**config.mk**
```make
export PLATFORM = sky130hd
export DESIGN_NAME = video_timing_gen
export DESIGN_NICKNAME = d
export VERILOG_FILES = /design/src/rtl/video_timing_pkg.sv /design/src/rtl/video_axis_counter.sv /design/src/rtl/video_timing_gen.sv
export SDC_FILE = /design/constraint.sdc
export NUM_CORES = 1
export LEC_CHECK = 0
export CORE_MARGIN = 5
export CORE_UTILIZATION = 40
export CTS_CLUSTER_DIAMETER = 80
export CTS_CLUSTER_SIZE = 12
export DETAILED_ROUTE_END_ITERATION = 8
export SLEW_MARGIN = 0
export SYNTH_ARGS = -nofsm -noshare
export SYNTH_HDL_FRONTEND = slang
export SYNTH_HIERARCHICAL = 1
export SYNTH_SLANG_ARGS = --single-unit
```
**constraint.sdc**
```tcl
create_clock -name pclk -period 4 [get_ports pclk]
set_clock_uncertainty 0.2 [all_clocks]
set_input_delay 0.6 -clock pclk [delete_from_list [all_inputs] [get_ports pclk]]
set_output_delay 0.6 -clock pclk [all_outputs]
set_load 0.1 [all_outputs]
```
**src/rtl/video_timing_pkg.sv**
```systemverilog
// Shared timing types for the video timing generator.
// axis_timing_t  : active / front porch / sync / back porch of one axis
// timing_set_t   : horizontal + vertical axis timing of one raster
// Presets        : VGA_640x480, QVGA_320x240
// Helpers        : axis_total (pclks or lines per axis), cnt_width, addr_width
package video_timing_pkg;

  typedef struct packed {
    int unsigned active;
    int unsigned fp;
    int unsigned sync;
    int unsigned bp;
  } axis_timing_t;

  typedef struct packed {
    axis_timing_t h;
    axis_timing_t v;
  } timing_set_t;

  localparam timing_set_t VGA_640x480 = '{
    h: '{640, 16, 96, 48},
    v: '{480, 10, 2, 33}
  };

  localparam timing_set_t QVGA_320x240 = '{
    h: '{320, 8, 48, 24},
    v: '{240, 5, 2, 16}
  };

  // Full period of one axis.
  function automatic int unsigned axis_total(input axis_timing_t a);
    return a.active + a.fp + a.sync + a.bp;
  endfunction

  // Bits needed to hold 0..n-1, never less than one.
  function automatic int unsigned cnt_width(input int unsigned n);
    return (n <= 1) ? 1 : $clog2(n);
  endfunction

  // Frame-buffer address width for a raster shown with integer replication.
  function automatic int unsigned addr_width(input timing_set_t t, input int unsigned scale);
    return cnt_width((t.h.active / scale) * (t.v.active / scale));
  endfunction

endpackage

```
**src/rtl/video_axis_counter.sv**
```systemverilog
// One raster axis: wrapping position counter with region decode.
// clk, rst_n  : clock, async active-low reset
// i_clr       : synchronous return to 0 (priority over i_inc)
// i_inc       : advance one position
// o_cnt       : current position (registered)
// o_tc_c      : position is TOTAL-1
// o_active_c  : position < ACTIVE
// o_sync_c    : SYNC_START <= position < SYNC_END
module video_axis_counter #(
  parameter int unsigned TOTAL      = 800,
  parameter int unsigned ACTIVE     = 640,
  parameter int unsigned SYNC_START = 656,
  parameter int unsigned SYNC_END   = 752,
  parameter int unsigned W          = 10
) (
  input  logic         clk,
  input  logic         rst_n,
  input  logic         i_clr,
  input  logic         i_inc,
  output logic [W-1:0] o_cnt,
  output logic         o_tc_c,
  output logic         o_active_c,
  output logic         o_sync_c
);

  logic [W-1:0] r_cnt;

  // Position register, wraps to 0 after TOTAL-1.
  always_ff @(posedge clk or negedge rst_n) begin
    if (!rst_n) begin
      r_cnt <= '0;
    end else if (i_clr) begin
      r_cnt <= '0;
    end else if (i_inc) begin
      r_cnt <= o_tc_c ? '0 : r_cnt + W'(1);
    end
  end

  // Decode in 32 bits so a region end equal to 2**W is not truncated.
  assign o_cnt      = r_cnt;
  assign o_tc_c     = (32'(r_cnt) == TOTAL - 1);
  assign o_active_c = (32'(r_cnt) < ACTIVE);
  assign o_sync_c   = (32'(r_cnt) >= SYNC_START) && (32'(r_cnt) < SYNC_END);

endmodule

```
**src/rtl/video_timing_gen.sv**
```systemverilog
// Pixel-clock video timing generator with integer pixel replication.
// pclk, rst_n  : pixel clock, async active-low reset
// en           : run enable; low parks the raster at the origin
// rd_en        : frame-buffer read strobe (pixel shown next cycle)
// d_r_addr     : frame-buffer read address, holds outside active video
// hsync, vsync : syncs, SYNC_POL level while active
// de           : active video, one cycle after rd_en
// frame_start  : pulse with pixel (0,0);  line_start : pulse at h=0
module video_timing_gen
  import video_timing_pkg::*;
#(
  parameter int unsigned H_ACTIVE = VGA_640x480.h.active,
  parameter int unsigned H_FP     = VGA_640x480.h.fp,
  parameter int unsigned H_SYNC   = VGA_640x480.h.sync,
  parameter int unsigned H_BP     = VGA_640x480.h.bp,
  parameter int unsigned V_ACTIVE = VGA_640x480.v.active,
  parameter int unsigned V_FP     = VGA_640x480.v.fp,
  parameter int unsigned V_SYNC   = VGA_640x480.v.sync,
  parameter int unsigned V_BP     = VGA_640x480.v.bp,
  parameter int unsigned SCALE    = 2,
  parameter bit          SYNC_POL = 1'b0,
  parameter int unsigned ADDR_W   = 17
) (
  input  logic              pclk,
  input  logic              rst_n,
  input  logic              en,
  output logic              rd_en,
  output logic [ADDR_W-1:0] d_r_addr,
  output logic              hsync,
  output logic              vsync,
  output logic              de,
  output logic              frame_start,
  output logic              line_start
);

  localparam axis_timing_t H_T     = '{H_ACTIVE, H_FP, H_SYNC, H_BP};
  localparam axis_timing_t V_T     = '{V_ACTIVE, V_FP, V_SYNC, V_BP};
  localparam int unsigned  H_TOTAL = axis_total(H_T);
  localparam int unsigned  V_TOTAL = axis_total(V_T);
  localparam int unsigned  H_W     = cnt_width(H_TOTAL);
  localparam int unsigned  V_W     = cnt_width(V_TOTAL);
  localparam int unsigned  SC_W    = cnt_width(SCALE);
  localparam int unsigned  SRC_W   = H_ACTIVE / SCALE;
  localparam int unsigned  SRC_PIX = SRC_W * (V_ACTIVE / SCALE);

  if (((H_ACTIVE % SCALE) != 0) || ((V_ACTIVE % SCALE) != 0)) begin : g_bad_scale
    $error("video_timing_gen: active size not divisible by SCALE");
  end
  if (64'(SRC_PIX) > (64'(1) << ADDR_W)) begin : g_bad_addr_w
    $error("video_timing_gen: ADDR_W too small for the source frame");
  end

  logic [H_W-1:0]    w_h;
  logic [V_W-1:0]    w_v;
  logic              w_h_tc, w_h_act, w_h_sync;
  logic              w_v_tc, w_v_act, w_v_sync;
  logic              w_act_c, w_line_end_c, w_frame_end_c;
  logic [SC_W-1:0]   r_x_sub, r_y_sub;
  logic [ADDR_W-1:0] r_next_addr, r_line_base;
  logic              r_hs1, r_vs1, r_fs1, r_ls1;

  video_axis_counter #(
    .TOTAL(H_TOTAL), .ACTIVE(H_ACTIVE), .SYNC_START(H_ACTIVE + H_FP),
    .SYNC_END(H_ACTIVE + H_FP + H_SYNC), .W(H_W)
  ) u_h_cnt (
    .clk(pclk), .rst_n(rst_n), .i_clr(!en), .i_inc(1'b1),
    .o_cnt(w_h), .o_tc_c(w_h_tc), .o_active_c(w_h_act), .o_sync_c(w_h_sync)
  );

  video_axis_counter #(
    .TOTAL(V_TOTAL), .ACTIVE(V_ACTIVE), .SYNC_START(V_ACTIVE + V_FP),
    .SYNC_END(V_ACTIVE + V_FP + V_SYNC), .W(V_W)
  ) u_v_cnt (
    .clk(pclk), .rst_n(rst_n), .i_clr(!en), .i_inc(w_h_tc),
    .o_cnt(w_v), .o_tc_c(w_v_tc), .o_active_c(w_v_act), .o_sync_c(w_v_sync)
  );

  assign w_act_c       = w_h_act && w_v_act;
  assign w_line_end_c  = w_act_c && (32'(w_h) == H_ACTIVE - 1);
  assign w_frame_end_c = w_h_tc && w_v_tc;

  // Incremental address: r_next_addr is the address of the current counter
  // position; each source line is replayed SCALE times from r_line_base.
  always_ff @(posedge pclk or negedge rst_n) begin
    if (!rst_n) begin
      r_x_sub     <= '0;
      r_y_sub     <= '0;
      r_next_addr <= '0;
      r_line_base <= '0;
    end else if (!en || w_frame_end_c) begin
      r_x_sub     <= '0;
      r_y_sub     <= '0;
      r_next_addr <= '0;
      r_line_base <= '0;
    end else if (w_line_end_c) begin
      r_x_sub <= '0;
      if (r_y_sub == SC_W'(SCALE - 1)) begin
        r_y_sub     <= '0;
        r_line_base <= r_line_base + ADDR_W'(SRC_W);
        r_next_addr <= r_line_base + ADDR_W'(SRC_W);
      end else begin
        r_y_sub     <= r_y_sub + SC_W'(1);
        r_next_addr <= r_line_base;
      end
    end else if (w_act_c) begin
      if (r_x_sub == SC_W'(SCALE - 1)) begin
        r_x_sub     <= '0;
        r_next_addr <= r_next_addr + ADDR_W'(1);
      end else begin
        r_x_sub <= r_x_sub + SC_W'(1);
      end
    end
  end

  // First stage: read request plus decode for the display stage.
  always_ff @(posedge pclk or negedge rst_n) begin
    if (!rst_n) begin
      rd_en    <= 1'b0;
      d_r_addr <= '0;
      r_hs1    <= 1'b0;
      r_vs1    <= 1'b0;
      r_fs1    <= 1'b0;
      r_ls1    <= 1'b0;
    end else if (!en) begin
      rd_en    <= 1'b0;
      d_r_addr <= '0;
      r_hs1    <= 1'b0;
      r_vs1    <= 1'b0;
      r_fs1    <= 1'b0;
      r_ls1    <= 1'b0;
    end else begin
      rd_en <= w_act_c;
      if (w_act_c) begin
        d_r_addr <= r_next_addr;
      end
      r_hs1 <= w_h_sync;
      r_vs1 <= w_v_sync;
      r_fs1 <= (w_h == '0) && (w_v == '0);
      r_ls1 <= (w_h == '0);
    end
  end

  // Second stage: display-side outputs aligned with the buffer's read data.
  always_ff @(posedge pclk or negedge rst_n) begin
    if (!rst_n) begin
      de          <= 1'b0;
      hsync       <= ~SYNC_POL;
      vsync       <= ~SYNC_POL;
      frame_start <= 1'b0;
      line_start  <= 1'b0;
    end else if (!en) begin
      de          <= 1'b0;
      hsync       <= ~SYNC_POL;
      vsync       <= ~SYNC_POL;
      frame_start <= 1'b0;
      line_start  <= 1'b0;
    end else begin
      de          <= rd_en;
      hsync       <= r_hs1 ? SYNC_POL : ~SYNC_POL;
      vsync       <= r_vs1 ? SYNC_POL : ~SYNC_POL;
      frame_start <= r_fs1;
      line_start  <= r_ls1;
    end
  end

endmodule

```
Yosys cells after proc, flatten, opt, wreduce, memory -nomap -nowiden
Index checks and enable logic that the tools add are counted.
{"block": "classes", "addsub": 6, "order_cmp": 6, "n_eq_ne": 5, "muxes": 33, "reduce_logical": 14}
{"cell": "$mux W17", "n": 9}
{"cell": "$mux W10", "n": 5}
{"cell": "$eq A10 B10 Y1 const B", "n": 3}
{"cell": "$add A10 B1 Y10 const B", "n": 2}
{"cell": "$logic_not A10 Y1", "n": 2}
{"cell": "$lt A10 B10 Y1 const B", "n": 2}
{"cell": "$lt A10 B9 Y1 const B", "n": 2}
{"cell": "$mux W1", "n": 19}
{"cell": "$add A17 B1 Y17 const B", "n": 1}
{"cell": "$add A17 B9 Y17 const B", "n": 1}
{"cell": "$ge A10 B10 Y1 const B", "n": 1}
{"cell": "$ge A10 B9 Y1 const B", "n": 1}
{"cell": "$logic_and A1 B1 Y1", "n": 6}
{"cell": "$reduce_bool A3 Y1", "n": 2}
{"cell": "$ne A2 B1 Y1 const B", "n": 2}
{"cell": "$add A1 B1 Y1 const B", "n": 2}
{"cell": "$reduce_and A2 Y1", "n": 1}
{"cell": "$reduce_bool A2 Y1", "n": 1}
{"cell": "$logic_not A1 Y1", "n": 1}
{"cell": "$logic_or A1 B1 Y1", "n": 1}
{"block": "totals", "register_bits": 83, "input_bits": 3, "out_inout_bits": 23, "elab_cells": 81}

Longest topological paths before layout
{"block": "depth", "depth_word": 5, "mapped_depth": 10, "mapped_depth_nobuf": 10}

Hierarchy
The synthesis kept the hierarchy.
{"module": "video_timing_gen", "n_inst": 1, "cells_per_inst": 296, "area_each_um2": 2757.6, "seq_area_each_um2": 1428.9}
{"module": "video_axis_counter (u_h_cnt)", "n_inst": 1, "cells_per_inst": 67, "area_each_um2": 634.4, "seq_area_each_um2": 250.2}
{"module": "video_axis_counter (u_v_cnt)", "n_inst": 1, "cells_per_inst": 63, "area_each_um2": 581.8, "seq_area_each_um2": 250.2}

Worst setup path before layout
Ideal clock, no wire load.
{"block": "synth_path", "path_kind": "input-to-reg", "start": "input port en", "end": "register u_h_cnt.r_cnt[9] (netlist: u_h_cnt/o_cnt[9])", "setup_time_ps": 118, "t_arrival_ps": 2313, "required_ps": 3682, "slack_ps": 1369, "path_stages": 8, "n_path_buf": 4, "path_cell_list": "clkbuf_1 inv_1 clkbuf_1 buf_1 clkbuf_1 inv_1 o41ai_4 a2bb2o_4"}
{"block": "synth_between", "elab_chain_cells": 1}
{"item": "start, declared", "line": "video_timing_gen.sv:26", "text": "input logic en,"}
{"item": "$mux W10", "line": "video_axis_counter.sv:32", "text": "end else if (i_clr) begin"}
{"item": "end signal, assigned", "line": "video_axis_counter.sv:35", "text": "r_cnt <= o_tc_c ? '0 : r_cnt + W'(1);"}
{"item": "end, declared", "line": "video_axis_counter.sv:26", "text": "logic [W-1:0] r_cnt;"}
No other way between the ends.
A chain may end at the register's enable or synchronous reset.

Worst setup path after layout
{"block": "layout_path", "start": "register u_v_cnt.r_cnt[6] (netlist: u_v_cnt/o_cnt[6])", "end": "register r_line_base[16]"}
{"block": "layout_between", "elab_chain_cells": 4, "elab_cells_between_ends": 8, "classes_between": "1 x order compare; 1 x eq/ne; 1 x mux; 5 x reduce/logical"}
{"item": "start, declared", "line": "video_axis_counter.sv:26"}
{"item": "start signal, assigned", "line": "video_axis_counter.sv:35"}
{"item": "$lt A10 B9 Y1", "line": "video_axis_counter.sv:42", "text": "assign o_active_c = (32'(r_cnt) < ACTIVE);"}
{"item": "net w_v_act", "line": "video_timing_gen.sv:56", "text": "logic w_v_tc, w_v_act, w_v_sync;"}
{"item": "$logic_and A1 B1 Y1", "line": "video_timing_gen.sv:78", "text": "assign w_act_c = w_h_act && w_v_act;"}
{"item": "$logic_and A1 B1 Y1", "line": "video_timing_gen.sv:79", "text": "assign w_line_end_c = w_act_c && (32'(w_h) == H_ACTIVE - 1);"}
{"item": "$reduce_bool A2 Y1 (no line)"}
{"item": "end signal, assigned", "line": "video_timing_gen.sv:99", "text": "r_line_base <= r_line_base + ADDR_W'(SRC_W);"}
{"item": "end, declared", "line": "video_timing_gen.sv:59", "text": "logic [ADDR_W-1:0] r_next_addr, r_line_base;"}
The timed path passes the listed nets, and every way through them passes these cells.

==> metrics.cfg <==
[timing]
hold_violations = 0
worst_pin_slew_ns = 0.9798
max_freq_mhz = 335.9
setup_viol = 0
finalCriticalPeriod_ns = 2.978
rsz0062_at_grt = no
fin_setup_tns_ns = 0
relSlewSlack_pct = 34.47
drv_slew = 0
fin_crit_sh_pct = 74.44

[global_routing]
grt_usage_pct = 14.95
grt_pass1_wl_mm = 14.18
grt_max_degree = 78
grt_pass1_vias = 2961
antenna_found_initial = 0
gr-total-overflow = 0

[setup_path]
cpMostUsedCell = a21oi_1
end_kind = register
path_class = register to register
rrSetupSlack_ns = 1.02
rr_endpoint = r_line_base[16]
crit_arrival_ns = 3.05
r2r-start = u_v_cnt/o_cnt[6]
cp.required_ns = 4.08
critPathLaunchType = register
ff2ff_path_depth = 7
slowest_delay_ns = 0.80
path_max_fanout = 20
worstPathCellList = and3_1, a21oi_1, nand2_1, buf_4, or4_1, or3_1, a21oi_1
crit_path_top_delay_cell = or4_1

[power_and_ir_drop]
power_density_nw_per_um2 = 335.8
p_leak_nw = 1.887
ir_drop_v = 0.0001233
finalPower_mw = 1.539

[placed_design]
globalplace.congestion = 0.7935
dp.cells = 578
place_hpwl_mm = 5.476
io_buffers = 25

[cts]
cts_tree = built
clockRootBuffer = clkbuf_8
htree_levels = 3
insertion_delay_ns = 0.36
post_cts_buffers = 0
numCtsBuffers = 9
path_clk_slew_ns = 0.08
clockBufferDepth = 2
cts_hold_buf = 0
cts_resized = 0
clock-sinks = 77

[routing]
wl_mm = 8.091
vias_per_cell = 5.199
wl_per_cell_um = 13.62
drt_first_pass_iters = 4
postRouteAntennaNets = 0
vias = 3088
drt_iter0_markers = 186
drc = 0

[synthesis]
synth-main-ff-cell = dfrtp_1
synth-seq-area-share_pct = 48.55
synth_top_cell_by_area = dfrtp_1
syn_avg_cell_area_sq_um = 9.328
synth_edf_count = 0
synth_area_leaders = dfrtp_1 47%, nand2_1 6.4%, xor2_1 4.6%
synth_most_common_cell = dfrtp_1
synth_commonest_cells = 75 x dfrtp_1, 68 x nand2_1, 41 x nor2_1
ys_ff_latch = 77
synthCells = 426
synth_warnings = 6
netlist_area_sq_um = 3974
synth_cell_types = 57
synth_top_area_share_pct = 47.23
async_flop_share_pct = 100.0

[cells_and_area]
area_delta_synth_final_pct = 15.37
drive_above_1_share_pct = 7.809
n_antenna_cell = 0
nets = 465
n_fill_cell = 947
final-instance-count-excl-fill = 594

[die]
rows = 36
die_area_sq_um = 12030
initial_core_util_pct = 40.84
ios = 26
core_area_sq_um = 9729
die_height_um = 109.7
die_width_um = 109.7

[min_path]
hold_class = register to register
hold_depth = 1
min_from = r_hs1
whs_endpoint = hsync

[run]
drv_cap = 0

[run_status]
status = finished, final reports clean

-- cells by family (layout without fill, tap and decap cells) --
logic type                 count (synthesis)  after routing  share of synthesized area [%]
adders and majority gates                  6              6                          1.889
buffers and inverters                     31             60                          3.306
AOI/OAI and AO/OA                         79             79                          13.19
DFF                                       77             77                          48.55
other                                      1              7                        0.09437
and+or+nand+nor                          191            191                          23.84
xor gates and xnor gates                  39             39                          8.596
muxes                                      2              2                         0.5353
-- critical path, delay by kind of cell (launching register included) --
kind,cells,cell delay [ns]
AO/OA/AOI/OAI,2,0.46
buffers and inverters,1,0.22
flip-flops,1,0.46
AND/OR/NAND/NOR,4,1.56
-- how the worst max path moves through the flow --
stage	startpoint	to
floorplan	en	u_h_cnt/o_cnt[9]
global placement	en	r_next_addr[14]
detailed placement	en	r_next_addr[14]
CTS	u_v_cnt/o_cnt[6]	r_line_base[16]
global route	u_v_cnt/o_cnt[6]	r_line_base[16]
finish	u_v_cnt/o_cnt[6]	r_line_base[16]
-- state kept, by name, summed over array words and instances, names as in the netlist --
register	count
de	1
r_hs1	1
hsync	1
r_vs1	1
u_v_cnt/o_cnt	10
r_fs1	1
d_r_addr	17
r_y_sub	1
frame_start	1
r_line_base	11
r_next_addr	17
line_start	1
r_x_sub	1
u_h_cnt/o_cnt	10
r_ls1	1
rd_en	1
vsync	1
-- where the power goes --
group | switching [mW] | total [mW] | internal (mW) | leakage (nW)
combinational | 0.0755 | 0.101 | 0.0258 | 0.720
clock | 0.283 | 0.635 | 0.351 | 0.110
sequential | 0.0133 | 0.803 | 0.790 | 1.06
-- layer usage --
layer  vias to the layer above  part of all wire (%)  GRT usage [%]
met5                         -                     0              0
met4                         0                   1.8          6.233
met3                        16                   5.0          2.819
met2                        52                    45          23.19
met1                      1468                    48          20.50
li1                       1552                     -              -
-- cells in the final DEF (no fill, tap or decap), types with 4 or more instances in the layout --
master,instances
and2_1,6
buf_4,6
dfrtp_1,75
nand4_1,11
or4_1,9
o211ai_1,4
a21oi_1,36
clkdlybuf4s50_1,24
clkbuf_8,9
xnor2_1,18
nand3_1,18
ha_1,6
nor2_1,41
and3_1,7
inv_1,13
nor4_1,5
o31ai_1,4
nor3_1,12
a211oi_1,4
conb_1,7
nand2_1,68
o21ai_0,11
xor2_1,21
-- final cells by class --
cell class	instances	area [sq um]	area share, %
clock inverter	6	87.58	1.910
multi-input combinational	324	1936	42.22
timing repair buffer	30	285.3	6.223
sequential	77	1929	42.09
inverter	14	52.55	1.146
tap	133	166.4	3.630
clock buffer	10	127.6	2.784
-- stage by stage --
| stage | setup WS, ns | util, % | area [sq um] | hold slack, ns |
|---|---|---|---|---|
| 2_1_floorplan | 1.369 | - | 3996 | 0.1044 |
| 3_3_place_gp | 0.9703 | 44.91 | 4369 | 0.1602 |
| 3_5_place_dp | 0.8388 | 44.91 | 4369 | 0.1634 |
| 4_1_cts | 1.018 | 47.12 | 4584 | 0.1628 |
| 5_1_grt | 0.8646 | 47.12 | 4584 | 0.1877 |
| 6_report | 1.022 | 47.12 | 4584 | 0.1608 |
(Power assumes the default switching activity.)
